File: src/rtl/lieat_ifu_ibuf_pkg.sv
// lieat_ifu_ibuf_pkg: shared IFU defines for the fetch-response buffer.
package lieat_ifu_ibuf_pkg;
    localparam int XLEN = 32;
    localparam int IBUF_DEPTH = 2;
    localparam logic [XLEN-1:0] PC_DEFAULT = 32'h8000_0000;
    typedef enum logic [1:0] {
        ENT_EMPTY = 2'd0,
        ENT_PEND  = 2'd1,
        ENT_VALID = 2'd2
    } ent_state_e;
endpackage

File: src/rtl/lieat_ifu_ibuf_entry.sv
// lieat_ifu_ibuf_entry: one buffer slot holding state, pc, instruction and fault.
module lieat_ifu_ibuf_entry
    import lieat_ifu_ibuf_pkg::*;
#(
    parameter int XLEN = lieat_ifu_ibuf_pkg::XLEN
) (
    input  logic            clk,
    input  logic            rst_n,
    input  logic            clear,
    input  logic            alloc,
    input  logic [XLEN-1:0] alloc_pc,
    input  logic            fill,
    input  logic [XLEN-1:0] fill_inst,
    input  logic            fill_fault,
    input  logic            free,
    output ent_state_e      state,
    output logic [XLEN-1:0] pc,
    output logic [XLEN-1:0] inst,
    output logic            fault
);
    always_ff @(posedge clk or negedge rst_n) begin
        if (!rst_n) begin
            state <= ENT_EMPTY;
            pc    <= '0;
            inst  <= '0;
            fault <= 1'b0;
        end else begin
            state <= clear ? ENT_EMPTY : alloc ? ENT_PEND : fill ? ENT_VALID : free ? ENT_EMPTY : state;
            if (alloc) pc <= alloc_pc;
            if (fill) begin
                inst  <= fill_inst;
                fault <= fill_fault;
            end
        end
    end
endmodule

File: src/rtl/lieat_ifu_ibuf.sv
// lieat_ifu_ibuf: issues fetches, buffers in-order responses for decode, drops flushed responses.
module lieat_ifu_ibuf
    import lieat_ifu_ibuf_pkg::*;
#(
    parameter int XLEN  = lieat_ifu_ibuf_pkg::XLEN,
    parameter int DEPTH = IBUF_DEPTH
) (
    input  logic            clk,
    input  logic            rst_n,
    input  logic            flush_req,
    input  logic [XLEN-1:0] ifetch_pc,
    output logic            ifetch_req,
    output logic            mem_req_valid,
    input  logic            mem_req_ready,
    output logic [XLEN-1:0] mem_req_addr,
    input  logic            mem_rsp_valid,
    input  logic [XLEN-1:0] mem_rsp_data,
    input  logic            mem_rsp_err,
    output logic            ibuf_valid,
    input  logic            ibuf_ready,
    output logic [XLEN-1:0] ibuf_pc,
    output logic [XLEN-1:0] ibuf_inst,
    output logic            ibuf_fault
);
    localparam int PW = $clog2(DEPTH);
    localparam int CW = PW + 1;

    logic [PW-1:0] alloc_ptr, fill_ptr, head_ptr;
    logic [CW-1:0] drop_cnt, drop_nxt, drop_base, occ_cnt, pend_cnt;
    ent_state_e    e_state [DEPTH];
    logic [XLEN-1:0] e_pc [DEPTH];
    logic [XLEN-1:0] e_inst [DEPTH];
    logic          e_fault [DEPTH];
    logic          credit_ok, fire, fill_en, deq;

    always_comb begin
        occ_cnt  = '0;
        pend_cnt = '0;
        for (int i = 0; i < DEPTH; i++) begin
            occ_cnt  += CW'(e_state[i] != ENT_EMPTY);
            pend_cnt += CW'(e_state[i] == ENT_PEND);
        end
    end

    // Entries in use plus responses still owed to a dead stream bound outstanding requests.
    assign credit_ok     = (CW+1)'(occ_cnt) + (CW+1)'(drop_cnt) < (CW+1)'(DEPTH);
    assign mem_req_valid = rst_n & credit_ok & ~flush_req;
    assign fire          = mem_req_valid & mem_req_ready;
    assign ifetch_req    = fire;
    assign mem_req_addr  = ifetch_pc;
    assign fill_en       = mem_rsp_valid & ~flush_req & (drop_cnt == '0) & (e_state[fill_ptr] == ENT_PEND);
    assign ibuf_valid    = e_state[head_ptr] == ENT_VALID;
    assign deq           = ibuf_valid & ibuf_ready & ~flush_req;
    assign ibuf_pc       = e_pc[head_ptr];
    assign ibuf_inst     = e_inst[head_ptr];
    assign ibuf_fault    = e_fault[head_ptr];

    // A response arriving on the flush cycle belongs to the old stream.
    always_comb begin
        drop_base = flush_req ? drop_cnt + pend_cnt : drop_cnt;
        drop_nxt  = drop_base - CW'(mem_rsp_valid && drop_base != '0);
    end

    always_ff @(posedge clk or negedge rst_n) begin
        if (!rst_n) begin
            alloc_ptr <= '0;
            fill_ptr  <= '0;
            head_ptr  <= '0;
            drop_cnt  <= '0;
        end else begin
            alloc_ptr <= flush_req ? '0 : alloc_ptr + PW'(fire);
            fill_ptr  <= flush_req ? '0 : fill_ptr + PW'(fill_en);
            head_ptr  <= flush_req ? '0 : head_ptr + PW'(deq);
            drop_cnt  <= drop_nxt;
        end
    end

    for (genvar e = 0; e < DEPTH; e++) begin : g_ent
        lieat_ifu_ibuf_entry #(.XLEN(XLEN)) u_entry (
            .clk        (clk),
            .rst_n      (rst_n),
            .clear      (flush_req),
            .alloc      (fire && alloc_ptr == PW'(e)),
            .alloc_pc   (ifetch_pc),
            .fill       (fill_en && fill_ptr == PW'(e)),
            .fill_inst  (mem_rsp_data),
            .fill_fault (mem_rsp_err),
            .free       (deq && head_ptr == PW'(e)),
            .state      (e_state[e]),
            .pc         (e_pc[e]),
            .inst       (e_inst[e]),
            .fault      (e_fault[e])
        );
    end

    a_rsp_owed: assert property (@(posedge clk) disable iff (!rst_n)
        mem_rsp_valid |-> (drop_cnt != '0 || pend_cnt != '0));
endmodule

File: config.mk
export PLATFORM = sky130hd
export DESIGN_NAME = lieat_ifu_ibuf
export DESIGN_NICKNAME = d
export VERILOG_FILES = /design/src/rtl/lieat_ifu_ibuf_pkg.sv /design/src/rtl/lieat_ifu_ibuf_entry.sv /design/src/rtl/lieat_ifu_ibuf.sv
export SDC_FILE = /design/constraint.sdc
export NUM_CORES = 1
export LEC_CHECK = 0
export BUFFER_PORTS_ARGS = -buffer_cell sky130_fd_sc_hd__buf_2
export CORE_MARGIN = 2
export CORE_UTILIZATION = 41
export CTS_CLUSTER_DIAMETER = 200
export CTS_CLUSTER_SIZE = 30
export DETAILED_ROUTE_END_ITERATION = 10
export PLACE_DENSITY_LB_ADDON = 0.1
export SYNTH_ARGS = -nofsm -noshare
export SYNTH_HDL_FRONTEND = slang
export SYNTH_SLANG_ARGS = --single-unit
File: constraint.sdc
create_clock -name clk -period 7 [get_ports clk]
set_clock_uncertainty 0.1 [all_clocks]
set_input_delay 0.35 -clock clk [delete_from_list [all_inputs] [get_ports clk]]
set_output_delay 0.35 -clock clk [all_outputs]
set_load 0.1 [all_outputs]
==> results of run 1 <==
-- per-layer routing --
layer	vias up	wire, um	GRT usage [%]
met5	-	16	0
met4	2	127	5.123
met3	11	949	6.765
met2	105	6394	26.12
met1	1921	5528	19.69
li1	1780	-	-
-- synthesized netlist by cell type, types with 3 or more instances --
| cell | instances |
|---|---|
| dfrtp_1 | 139 |
| a21oi_1 | 3 |
| buf_1 | 6 |
| clkbuf_1 | 10 |
| mux2_4 | 29 |
| buf_6 | 3 |
| inv_1 | 7 |
| nor2_1 | 5 |
| buf_2 | 5 |
| buf_4 | 32 |
| mux2_2 | 166 |
| ha_1 | 7 |
-- registers in the layout (all words and copies together), names as in the netlist --
signal               count
head_ptr                 1
g_ent.u_entry.inst      64
alloc_ptr                1
fill_ptr                 1
g_ent.u_entry.pc        64
g_ent.u_entry.fault      2
drop_cnt                 2
g_ent.u_entry.state      4
-- cell families (layout without fill, tap and decap cells) --
group	after synthesis	count (layout)	synth area share [%]
compound gates	8	8	0.8068
xor+xnor	2	2	0.2690
mux	197	197	35.69
flops	139	139	53.40
simple gates	20	20	2.267
buf+inv	63	214	5.916
fa+ha+maj	8	8	1.652
-- metrics by stage --
stage | instance area [sq um] | cells | hold WS (ns) | utilization (%) | setup WS [ns]
floorplan | 6514 | 437 | -0.04559 | - | 3.806
global placement | 7321 | 772 | 0.3023 | 46.59 | 3.920
detailed placement | 7321 | 772 | 0.3069 | 46.59 | 3.849
CTS | 7906 | 804 | 0.05755 | 50.32 | 3.694
global route | 7906 | 804 | 0.06276 | 50.32 | 3.542
finish | 7906 | 804 | 0.07799 | 50.32 | 3.777
-- cells in the final DEF (no fill, tap or decap), drive strengths merged, types with 2 or more instances in the layout --
| cell | synthesis | final |
|---|---|---|
| dfrtp | 139 | 139 |
| nor2 | 5 | 5 |
| clkinvlp | 0 | 2 |
| inv | 7 | 7 |
| clkbuf | 10 | 25 |
| mux2 | 195 | 195 |
| nand2 | 2 | 2 |
| ha | 7 | 7 |
| buf | 46 | 175 |
| clkinv | 0 | 3 |
| nor2b | 2 | 2 |
| and3 | 2 | 2 |
| mux2i | 2 | 2 |
| a21oi | 3 | 3 |
-- final timing paths --
| path | start | cells after the start | slack, ns | endpoint |
|---|---|---|---|---|
| min in group asynchronous | rst_n | 2 | 0.43 | g_ent[0].u_entry.pc[29]$_DFFE_PN0P_ |
| max in group asynchronous | rst_n | 3 | 5.02 | g_ent[1].u_entry.inst[21]$_DFFE_PN0P_ |
| worst max register to register | g_ent[0].u_entry.state[0]$_DFFE_PN0P_ | 7 | 3.99 | g_ent[1].u_entry.pc[1]$_DFFE_PN0P_ |
| worst min register to register | g_ent[1].u_entry.pc[21]$_DFFE_PN0P_ | 1 | 0.40 | g_ent[1].u_entry.pc[21]$_DFFE_PN0P_ |
| worst min-delay path | mem_rsp_data[13] | 2 | 0.08 | g_ent[0].u_entry.inst[13]$_DFFE_PN0P_ |
| worst max-delay path | rst_n | 7 | 3.78 | g_ent[1].u_entry.pc[1]$_DFFE_PN0P_ |
-- area by class of cell --
type / instances / area (sq um) / share of cell area [%]
Multi-Input combinational cell: 235 / 2650 / 33.52
Sequential cell: 139 / 3480 / 44.01
Clock inverter: 6 / 60.06 / 0.7596
Tap cell: 216 / 270.3 / 3.418
Clock buffer: 25 / 515.5 / 6.520
Timing Repair Buffer: 176 / 904.6 / 11.44
Inverter: 7 / 26.28 / 0.3323
-- critical path: cells and delay by family --
kind                     cells  cell delay [ns]
adder cells (fa/ha/maj)      1             0.49
buffers and inverters        3             1.49
multiplexers                 1             0.38
AND/OR/NAND/NOR              2             0.68
==> flow_metrics.tcl, run 1 <==
set metrics [dict create \
    final.setup.tns_ns 0 \
    dp_hpwl_um 8724 \
    cts_max_path_buffers 2 \
    synth_area_leader_cell "dfrtp_1" \
    track_usage_pct 16.14 \
    num_vias 3819 \
    overflow 0 \
    synth.net_count 516 \
    synthFlopType "dfrtp_1" \
    rsz0062_at_grt "false" \
    synth_edf_count 0 \
    die_area_sq_mm 0.01691 \
    gp_congestion 0.7256 \
    critPathSlowestCell "dlygate4sd3_1" \
    clk_pin_slew_ns 0.06 \
    port-buffer-count 170 \
    rows 46 \
    cts_tree "built" \
    dieHeight_um 130.0 \
    cts_resized 0 \
    pin_count 171 \
    synth.distinct_cells 33 \
    start_util_pct 41.46 \
    nFillCells 1362 \
    postSynthAreaPerCell_sq_um 14.91 \
    syn_inst 437 \
    postSynth.asyncResetShare_pct 100.0 \
    hp-class "in2reg" \
    htreeDepth 4 \
    finalHoldViolCount 0 \
    grt_pass1_vias 4069 \
    insertion_delay_ns 0.41 \
    drive_above_1_share_pct 69.22 \
    start_kind "input port" \
    critPathMaxStageDelay_ns 0.56 \
    maxSlewViolCount 0 \
    synth-seq-area-share_pct 53.40 \
    crit_fanout 69 \
    cts.sinks 139 \
    syn_to_final_growth_pct 21.38 \
    drc_errors 0 \
    fin_crit_ns 3.223 \
    antenna_found_initial 1 \
    finalWirelength_um 13020 \
    crit_arrival_ns 3.41 \
    root_buffer "clkbuf_16" \
    final_nets 655 \
    post_cts_buffers 0 \
    grt_max_degree 73 \
    crit_chain "dlygate4sd3_1, buf_6, nor4b_4, and3_2, ha_1, buf_4, mux2_2" \
    drt_iter0_markers 126 \
    die_w_um 130.0 \
    finalSetupViolations 0 \
    drv_cap 0 \
    ys_warn_count 0 \
    wl_per_cell_um 16.19 \
    ys_ff_latch 139 \
    drtPass1Iterations 4 \
    vias_per_cell 4.750 \
    crit_required_ns 7.19 \
    path_class "in2reg" \
    ant_nets 0 \
    grt_pass1_wl_um 20760 \
    status "finished, final reports clean" \
    fin_crit_sh_pct 46.04 \
    core_sq_mm 0.01571 \
    cts_hold_buf 1 \
    synth_area_leaders "dfrtp_1 (53%), mux2_2 (29%), mux2_4 (6.7%)" \
    fmax_ghz 0.3103 \
    end_kind "flop" \
    slew_headroom_pct 38.89 \
    cts_made_buffers 17 \
    antenna-diode-count 0 \
    tightest_slew_ns 0.9167 \
    synth_top_area_share_pct 53.40 \
    syn_area_sq_mm 0.006514 \
]
Power of run 1 is left out: the tool's default activity adds up to more than one toggle a clock period on the data nets, which glitch-free logic cannot reach.
==> inputs of run 2 (changes only) <==
- clock period: 7 -> 3.16 ns (I/O delays scaled with it)
==> flow_metrics.tcl, run 2 (synthesis results as in run 1) <==
set metrics [dict create \
    status "finished, final reports clean" \
    wl_per_cell_um 15.59 \
    vdd_ir_drop_max_v 0.0006927 \
    insertion_delay_ns 0.41 \
    htreeDepth 4 \
    ant_nets 0 \
    cts_hold_buf 67 \
    maxSlewViolCount 0 \
    grt_pass1_wl_um 21740 \
    drc_errors 0 \
    cts_resized 0 \
    top_regs "g_ent.u_entry.inst: 64 flops, g_ent.u_entry.pc: 64 flops, g_ent.u_entry.state: 4 flops" \
    start_kind "flop" \
    cts.sinks 139 \
    hp-class "in2reg" \
    overflow 0 \
    dp_hpwl_um 8732 \
    crit_required_ns 3.35 \
    drive_above_1_share_pct 63.13 \
    vias_per_cell 4.705 \
    start_util_pct 41.46 \
    drtPass1Iterations 4 \
    end_kind "flop" \
    fmax_ghz 0.3816 \
    crit_fanout 26 \
    drv_cap 0 \
    cts_max_path_buffers 2 \
    clk_pin_slew_ns 0.06 \
    die_area_sq_mm 0.01691 \
    antenna-diode-count 0 \
    grt_max_degree 140 \
    finalWirelength_um 13640 \
    pin_count 171 \
    syn_to_final_growth_pct 34.40 \
    cts_made_buffers 17 \
    gp_congestion 0.7389 \
    rows 46 \
    tightest_slew_ns 0.7903 \
    track_usage_pct 16.78 \
    layoutNonFillerInstCount 875 \
    num_vias 4117 \
    final_nets 725 \
    die_w_um 130.0 \
    antenna_found_initial 0 \
    path_class "reg2reg" \
    rsz0062_at_grt "false" \
    drt_iter0_markers 101 \
    finalSetupViolations 0 \
    root_buffer "clkbuf_16" \
    finalHoldViolCount 0 \
    slew_headroom_pct 47.31 \
    core_sq_mm 0.01571 \
    final.setup.tns_ns 0 \
    final_common_cell "buf_2" \
    fin_crit_ns 2.620 \
    crit_arrival_ns 2.81 \
    fin_crit_sh_pct 82.92 \
    p_leak_nw 4.438 \
    cts_tree "built" \
    dieHeight_um 130.0 \
    mostFrequentLayoutCells "buf_2 (169), mux2_2 (166), dfrtp_1 (138)" \
    p_per_area_mw_per_mm2 1068 \
    grt_pass1_vias 4340 \
    port-buffer-count 170 \
    post_cts_buffers 0 \
    dp_cells 776 \
]
[run 2: changes by cell type in the layout (fill, tap and decap cells not counted)]
cell,change
buf_12,+3
buf_4,+1
bufinv_16,+5
clkbuf_1,-1
clkbuf_8,-3
clkinv_2,-1
clkinv_4,+1
dlygate4sd3_1,+66
ha_1,-2
ha_2,+2
o2bb2ai_1,-1
o2bb2ai_2,+1
[run 2: routing by layer]
metal  global-route usage, %  wire, um
met1                   20.71      5899
met2                   27.50      6735
met3                   6.150       811
met4                   5.440       191
met5                       0         0
[run 2: final timing paths]
path | start | to | slack (ns) | depth (start not counted)
setup / recovery | g_ent[0].u_entry.state[0]$_DFFE_PN0P_ | g_ent[1].u_entry.pc[13]$_DFFE_PN0P_ | 0.54 | 7
hold / removal | mem_req_ready | g_ent[0].u_entry.state[1]$_DFFE_PN0P_ | 0.08 | 3
setup reg to reg | g_ent[0].u_entry.state[0]$_DFFE_PN0P_ | g_ent[1].u_entry.pc[13]$_DFFE_PN0P_ | 0.54 | 7
hold reg to reg | g_ent[1].u_entry.pc[24]$_DFFE_PN0P_ | g_ent[1].u_entry.pc[24]$_DFFE_PN0P_ | 0.40 | 1
max in group asynchronous | rst_n | g_ent[0].u_entry.inst[8]$_DFFE_PN0P_ | 2.02 | 3
min in group asynchronous | rst_n | g_ent[0].u_entry.inst[31]$_DFFE_PN0P_ | 0.29 | 3
[run 2: critical path: stages, from the launching register on]
cell     delay [ns]
dfrtp_1        0.40
or2_2          0.31
ha_1           0.21
nor4b_4        0.33
and3_2         0.26
ha_1           0.16
buf_4          0.34
mux2_2         0.38
[run 2: stage by stage]
stage          hold WS, ns  power (mW)  util (%)  setup WS [ns]  cell area [sq um]
2_1_floorplan      -0.2376       6.448         -         0.4565               6520
3_3_place_gp        0.2643       6.987     47.09         0.5995               7400
3_5_place_dp        0.2660       7.054     47.09         0.5275               7400
4_1_cts            0.06822       9.440     55.72         0.5184               8755
5_1_grt            0.09005       9.729     55.72         0.4011               8755
6_report           0.08037       9.349     55.72         0.5397               8755
[run 2: cell type report]
type | count | area [sq um]
fillers | 1332 | 6958
flip-flops and latches | 139 | 3480
multi-input cells | 235 | 2661
repair buffers | 246 | 1633
clock buffers | 21 | 470.5
well taps | 216 | 270.3
clock inverters | 11 | 214.0
inverters | 7 | 26.28
[run 2: power by group]
group	switching, mW	internal (mW)
Combinational	3.43	1.11
Sequential	0.253	2.27
Clock	0.739	1.54
Total	4.42	4.93
Note: power is estimated with default switching activity, not from simulation.
